==> src/rtl/logic_unit_arbiter_if.sv <==
// Request/response bundle between two requesters and logic_unit_arbiter.
// LU_ARB_ZERO_FLAG_EN adds the rsp_zero flag alongside rsp_result.
interface logic_unit_arbiter_if #(
    parameter int WIDTH = 32
);
    logic             req0_valid;
    logic             req0_ready;
    logic [1:0]       req0_op;
    logic [WIDTH-1:0] req0_a;
    logic [WIDTH-1:0] req0_b;
    logic             req1_valid;
    logic             req1_ready;
    logic [1:0]       req1_op;
    logic [WIDTH-1:0] req1_a;
    logic [WIDTH-1:0] req1_b;
    logic             rsp0_valid;
    logic             rsp0_ready;
    logic             rsp1_valid;
    logic             rsp1_ready;
    logic [WIDTH-1:0] rsp_result;
    logic             busy;
`ifdef LU_ARB_ZERO_FLAG_EN
    logic             rsp_zero;
`endif

    // The arbiter side; the requesters (or a bench) use master.
    modport slave (
        input  req0_valid, req0_op, req0_a, req0_b,
        input  req1_valid, req1_op, req1_a, req1_b,
        input  rsp0_ready, rsp1_ready,
        output req0_ready, req1_ready,
        output rsp0_valid, rsp1_valid, rsp_result, busy
`ifdef LU_ARB_ZERO_FLAG_EN
        , output rsp_zero
`endif
    );

    modport master (
        output req0_valid, req0_op, req0_a, req0_b,
        output req1_valid, req1_op, req1_a, req1_b,
        output rsp0_ready, rsp1_ready,
        input  req0_ready, req1_ready,
        input  rsp0_valid, rsp1_valid, rsp_result, busy
`ifdef LU_ARB_ZERO_FLAG_EN
        , input rsp_zero
`endif
    );
endinterface

==> src/rtl/logic_unit_arbiter.sv <==
// Round-robin arbiter sharing one AND/OR/XOR/NOR logic unit between two requesters.
// Optional LU_ARB_ZERO_FLAG_EN registers a result==0 flag next to the result.
module logic_unit_arbiter #(
    parameter int WIDTH = 32
) (
    input  logic               clk,
    input  logic               rst_n,
    logic_unit_arbiter_if.slave bus
);

    localparam int NOR_W = 32;

    typedef enum logic [1:0] {
        IDLE = 2'd0,
        EXEC = 2'd1,
        RESP = 2'd2
    } state_t;

    state_t           state;
    state_t           state_n;
    logic             prio;
    logic             g;
    logic             grant_id;
    logic             any_valid;
    logic             take;
    logic             rsp_fire;
    logic [1:0]       op_q;
    logic [WIDTH-1:0] a_q;
    logic [WIDTH-1:0] b_q;
    logic [WIDTH-1:0] res_q;
    logic [WIDTH-1:0] lu_res;
    logic [NOR_W-1:0] nor_out;
`ifdef LU_ARB_ZERO_FLAG_EN
    logic             zero_q;
`endif

    assign any_valid = bus.req0_valid | bus.req1_valid;

    // A lone request wins regardless of prio; prio only breaks ties.
    assign grant_id = (bus.req0_valid & bus.req1_valid) ? prio : bus.req1_valid;

    always_ff @(posedge clk or negedge rst_n) begin
        if (!rst_n) begin
            state <= IDLE;
        end else begin
            state <= state_n;
        end
    end

    // Ready is gated by rst_n so it reads 0 while reset is held even with a request present.
    always_comb begin
        state_n        = state;
        take           = 1'b0;
        rsp_fire       = 1'b0;
        bus.req0_ready = 1'b0;
        bus.req1_ready = 1'b0;
        bus.rsp0_valid = 1'b0;
        bus.rsp1_valid = 1'b0;
        case (state)
            IDLE: begin
                if (any_valid) begin
                    take    = 1'b1;
                    state_n = EXEC;
                end
                bus.req0_ready = take & ~grant_id & rst_n;
                bus.req1_ready = take &  grant_id & rst_n;
            end
            EXEC: begin
                state_n = RESP;
            end
            RESP: begin
                bus.rsp0_valid = ~g;
                bus.rsp1_valid =  g;
                if (g ? bus.rsp1_ready : bus.rsp0_ready) begin
                    rsp_fire = 1'b1;
                    state_n  = IDLE;
                end
            end
            default: begin
                state_n = IDLE;
            end
        endcase
    end

    always_ff @(posedge clk or negedge rst_n) begin
        if (!rst_n) begin
            prio <= 1'b0;
            g    <= 1'b0;
            op_q <= 2'b00;
            a_q  <= '0;
            b_q  <= '0;
        end else begin
            if (take) begin
                g    <= grant_id;
                op_q <= grant_id ? bus.req1_op : bus.req0_op;
                a_q  <= grant_id ? bus.req1_a  : bus.req0_a;
                b_q  <= grant_id ? bus.req1_b  : bus.req0_b;
            end
            if (rsp_fire) begin
                prio <= ~g;
            end
        end
    end

    // The NOR path is the fixed 32-bit gate-level slice, hence WIDTH must be 32.
    for (genvar i = 0; i < NOR_W; i++) begin : g_nor
        nor u_nor (nor_out[i], a_q[i], b_q[i]);
    end

    always_comb begin
        lu_res = '0;
        case (op_q)
            2'b00:   lu_res = a_q & b_q;
            2'b01:   lu_res = a_q | b_q;
            2'b10:   lu_res = a_q ^ b_q;
            default: lu_res = nor_out;
        endcase
    end

    always_ff @(posedge clk or negedge rst_n) begin
        if (!rst_n) begin
            res_q <= '0;
        end else if (state == EXEC) begin
            res_q <= lu_res;
        end
    end

`ifdef LU_ARB_ZERO_FLAG_EN
    always_ff @(posedge clk or negedge rst_n) begin
        if (!rst_n) begin
            zero_q <= 1'b0;
        end else if (state == EXEC) begin
            zero_q <= (lu_res == '0);
        end
    end

    assign bus.rsp_zero = zero_q;
`endif

    assign bus.rsp_result = res_q;
    assign bus.busy       = (state != IDLE);

endmodule

==> src/flat_wrapper.sv <==
// flat-port wrapper written by rule: the top's interface ports become plain ports
module logic_unit_arbiter_flat 
#(
    parameter int WIDTH = 32
)
  (clk, rst_n, bus_req0_valid, bus_req0_op, bus_req0_a, bus_req0_b, bus_req1_valid, bus_req1_op, bus_req1_a, bus_req1_b, bus_rsp0_ready, bus_rsp1_ready, bus_req0_ready, bus_req1_ready, bus_rsp0_valid, bus_rsp1_valid, bus_rsp_result, bus_busy);
  logic_unit_arbiter_if #(.WIDTH(WIDTH)) bus_i ();
  input  logic clk;
  input  logic rst_n;
  input wire logic [$bits(bus_i.req0_valid)-1:0] bus_req0_valid;
  input wire logic [$bits(bus_i.req0_op)-1:0] bus_req0_op;
  input wire logic [$bits(bus_i.req0_a)-1:0] bus_req0_a;
  input wire logic [$bits(bus_i.req0_b)-1:0] bus_req0_b;
  input wire logic [$bits(bus_i.req1_valid)-1:0] bus_req1_valid;
  input wire logic [$bits(bus_i.req1_op)-1:0] bus_req1_op;
  input wire logic [$bits(bus_i.req1_a)-1:0] bus_req1_a;
  input wire logic [$bits(bus_i.req1_b)-1:0] bus_req1_b;
  input wire logic [$bits(bus_i.rsp0_ready)-1:0] bus_rsp0_ready;
  input wire logic [$bits(bus_i.rsp1_ready)-1:0] bus_rsp1_ready;
  output wire logic [$bits(bus_i.req0_ready)-1:0] bus_req0_ready;
  output wire logic [$bits(bus_i.req1_ready)-1:0] bus_req1_ready;
  output wire logic [$bits(bus_i.rsp0_valid)-1:0] bus_rsp0_valid;
  output wire logic [$bits(bus_i.rsp1_valid)-1:0] bus_rsp1_valid;
  output wire logic [$bits(bus_i.rsp_result)-1:0] bus_rsp_result;
  output wire logic [$bits(bus_i.busy)-1:0] bus_busy;
  assign bus_i.req0_valid = bus_req0_valid;
  assign bus_i.req0_op = bus_req0_op;
  assign bus_i.req0_a = bus_req0_a;
  assign bus_i.req0_b = bus_req0_b;
  assign bus_i.req1_valid = bus_req1_valid;
  assign bus_i.req1_op = bus_req1_op;
  assign bus_i.req1_a = bus_req1_a;
  assign bus_i.req1_b = bus_req1_b;
  assign bus_i.rsp0_ready = bus_rsp0_ready;
  assign bus_i.rsp1_ready = bus_rsp1_ready;
  assign bus_req0_ready = bus_i.req0_ready;
  assign bus_req1_ready = bus_i.req1_ready;
  assign bus_rsp0_valid = bus_i.rsp0_valid;
  assign bus_rsp1_valid = bus_i.rsp1_valid;
  assign bus_rsp_result = bus_i.rsp_result;
  assign bus_busy = bus_i.busy;
  logic_unit_arbiter #(.WIDTH(WIDTH)) u_core (.clk(clk), .rst_n(rst_n), .bus(bus_i));
endmodule
==> config.mk <==
export PLATFORM = sky130hd
export DESIGN_NAME = logic_unit_arbiter_flat
export DESIGN_NICKNAME = d
export VERILOG_FILES = /design/src/rtl/logic_unit_arbiter_if.sv /design/src/rtl/logic_unit_arbiter.sv /design/src/flat_wrapper.sv
export SDC_FILE = /design/constraint.sdc
export NUM_CORES = 1
export LEC_CHECK = 0
export CAP_MARGIN = 40
export CELL_PAD_IN_SITES_DETAIL_PLACEMENT = 1
export CELL_PAD_IN_SITES_GLOBAL_PLACEMENT = 1
export CORE_MARGIN = 5
export CORE_UTILIZATION = 33
export DETAILED_ROUTE_END_ITERATION = 6
export GPL_TIMING_DRIVEN = 0
export PLACE_DENSITY_LB_ADDON = 0.1
export SETUP_SLACK_MARGIN = 0.3
export SLEW_MARGIN = 0
export SYNTH_ARGS = -nofsm -noshare
export SYNTH_HDL_FRONTEND = slang
export SYNTH_SLANG_ARGS = --single-unit
==> constraint.sdc <==
create_clock -name clk -period 1.35 [get_ports clk]
set_input_delay 0.3375 -clock clk [delete_from_list [all_inputs] [get_ports clk]]
set_output_delay 0.3375 -clock clk [all_outputs]
set_load 0.01 [all_outputs]
==> reports/qor.yml <==
status: "complete, but fails checks"
violations: "negative hold slack, negative setup slack"
synth.top_cell.area_share: 0.387
power_mw: 22.8
netlist_top_cells_area: "dfrtp_1 39%, ha_1 12%, a31oi_1 6.4%"
drive_gt1_frac: 0.314
cellPowerDensity_mw_per_mm2: 2200
mostFrequentLayoutCells: "134 x clkdlybuf4s50_1, 98 x dfrtp_1, 67 x inv_1, 67 x a31oi_1"
worstSetupPathType: "register to output pin"
tns_ns: -32.03
initial_core_util: 0.336
synth_area_mm2: 0.00659
cts_buffers: 9
ant_nets: 0
port_buffers: 173
syn-instance-count: 721
dr_total_vias: 6588
grt-ovfl-total: 0
avgViaCountPerCell: 5.31
worst_setup_path_start_kind: "register"
rsz0062_at_grt: "true"
clock_skew_ns: 0.0116
cts-root-buf: "clkbuf_16"
setup_viol: 103
yosysTopAreaCell: "dfrtp_1"
relSlewSlack: 0.433
slowest_delay_ns: 0.43
cp.required_ns: 1.01
cp.arrival_ns: 1.49
ys_async_sr_fraction: 1.00
hold_class: "input port to async pin"
crit_buf_inv: 3
grt_pass1_wl_um: 39500
clock_path_buffers: 2
p_comb_frac: 0.599
p_sw_frac: 0.426
end_kind: "output pin"
crit_slowest_cell: "dfrtp_2"
cp_common_cell: "nor2_4"
row_count: 51
layout_setup_ws_ns: -0.479
cts.clk_slew.worst_paths_ns: 0.07
die-area_mm2: 0.0229
ys.flop_type: "dfrtp_1"
maxSlewViolCount: 0
mostFrequentLayoutCell: "clkdlybuf4s50_1"
dp.cells: 1160
holdBufCountCts: 0
ys_ff_latch: 102
firstDrtPassIters: 4
switchingPower_mw: 9.72
area_growth_pct: 57.5
num-fill-cells: 2173
routed_wl_um: 26800
clock.fmax_mhz: 547
drc: 0
whs_ns: -0.110
drtIter0Drc: 242
yosys_warnings: 0
vdd_drop_max_uv: 755
grt_pass1_vias: 7193
place_congestion: 0.824
clock_power_share: 0.129
crit_chain: "nor2_4, inv_4, nor2_4, buf_8, and3_4, buf_6"
seqPwrFrac: 0.272
clk_latency_ns: 0.36
syn_nets: 923
antenna_found_initial: 1
ios: 175
fin_util: 0.530
dieWidth_um: 151
finalHoldViolations: 42
worstPathMaxFanout: 3
ys_seq_area_frac: 0.387
fin_crit_ns: 1.83
p_int_mw: 13.1
coreArea_mm2: 0.0196
critPathTopFamily: "simple AND/OR/NAND/NOR gates"
grt_max_degree: 61
worst_slew_pin_slew_ns: 0.850
leakage_nw: 4.67
antenna_cells: 0
cap_violations: 0
stdcell_count: 1240
synth_edf_count: 0
ys_types: 27
finalNetCount: 1172
avgSynthCellArea_um2: 9.14
period_share: 1.35
pre_cts_ws_ns: -1.24
die_h_um: 151
cts_tree: "done"
hpwl_um: 18700
wire_per_inst_um: 21.6
htreeDepth: 3
grt.total_usage: 0.226
cts.sink_count: 102
-- logic make-up (layout without fill, tap and decap cells) --
| kind of cell | Yosys count | count (layout) | synth area share |
|---|---|---|---|
| mux | 32 | 32 | 0.0486 |
| compound gates | 237 | 237 | 0.217 |
| buf+inv | 141 | 395 | 0.0961 |
| flops | 102 | 102 | 0.387 |
| fa+ha+maj | 64 | 64 | 0.121 |
| simple gates | 113 | 113 | 0.0871 |
| xor+xnor | 32 | 32 | 0.0425 |
-- power groups by stage --
stage / combinational (mW) / sequential, mW / clock [mW]
after floorplan: 7.34 / 5.82 / 0
after global placement: 10.7 / 6.10 / 0
after detailed placement: 11.3 / 6.18 / 0
after CTS: 12.4 / 6.14 / 2.98
after global routing: 14.9 / 6.35 / 3.10
final: 13.7 / 6.19 / 2.95
-- through the flow --
stage | area (µm²) | hold WS (ns)
2_1_floorplan | 6820 | 0.0419
6_report | 10400 | -0.110
4_1_cts | 9660 | 0.00954
5_1_grt | 10400 | -0.0684
3_5_place_dp | 8900 | 0.387
3_3_place_gp | 8880 | 0.499
-- metal layers --
| layer | vias up | wire length, µm | GRT usage |
|---|---|---|---|
| met5 | - | 13 | 0 |
| met4 | 2 | 453 | 0.0639 |
| met3 | 34 | 1310 | 0.0404 |
| met2 | 160 | 13700 | 0.391 |
| met1 | 3303 | 11400 | 0.288 |
| li1 | 3089 | - | - |
-- registers in the layout, summed over array words and instances (netlist names) --
register	count
u_core.a_q	32
u_core.b_q	32
u_core.bus.rsp_result	32
u_core.g	1
u_core.op_q	2
u_core.prio	1
u_core.state	2
-- cell type report --
cell class	instances	area (µm²)	share of cell area
Buffer	71	691	0.0665
Clock buffer	11	243	0.0234
Clock inverter	5	82.6	0.00795
Inverter	70	265	0.0255
Multi-Input combinational cell	478	3890	0.375
Sequential cell	102	2560	0.246
Tap cell	265	332	0.0319
Timing Repair Buffer	238	2320	0.223
-- repair_timing --
item / 4_1_cts / 5_1_grt
hold endpoints to repair: 0 / 42
pin swaps: 10 / 68
gates resized for setup: 266 / 117
cloned: 1 / 6
setup endpoints to repair: 138 / 139
buffers inserted: 35 / 22
-- cells in the mapped netlist (2+ instances only) --
master	n
a31oi_1	67
nor2_1	4
xnor2_1	32
nand2b_1	2
a221o_1	32
inv_1	67
buf_2	31
a21oi_1	67
buf_4	10
dfrtp_1	102
nor3_1	33
ha_1	64
nor2_2	2
mux2i_1	32
buf_6	3
inv_2	3
clkbuf_1	22
and3_1	2
nand3_1	66
clkbuf_2	4
o21ai_1	38
o21ai_0	33
-- final timing paths --
check                                                            from  slack, ns                                    end  cells after the start
worst max register to register                u_core.prio$_DFFE_PN0P_      -0.42              u_core.b_q[6]$_DFFE_PN0P_                      9
worst max-delay path                      u_core.state[0]$_DFFE_PN0P_      -0.48                         bus_req0_ready                      6
max in group asynchronous                                       rst_n       0.78                   u_core.g$_DFFE_PN0P_                      2
min in group clk                                       bus_req1_valid       0.44                   u_core.g$_DFFE_PN0P_                      4
worst min-delay path                                            rst_n      -0.11             u_core.b_q[26]$_DFFE_PN0P_                      1
worst min register to register  u_core.bus.rsp_result[27]$_DFFE_PN0N_       0.52  u_core.bus.rsp_result[27]$_DFFE_PN0N_                      1
No activity file was read; power rests on OpenSTA's default activity.
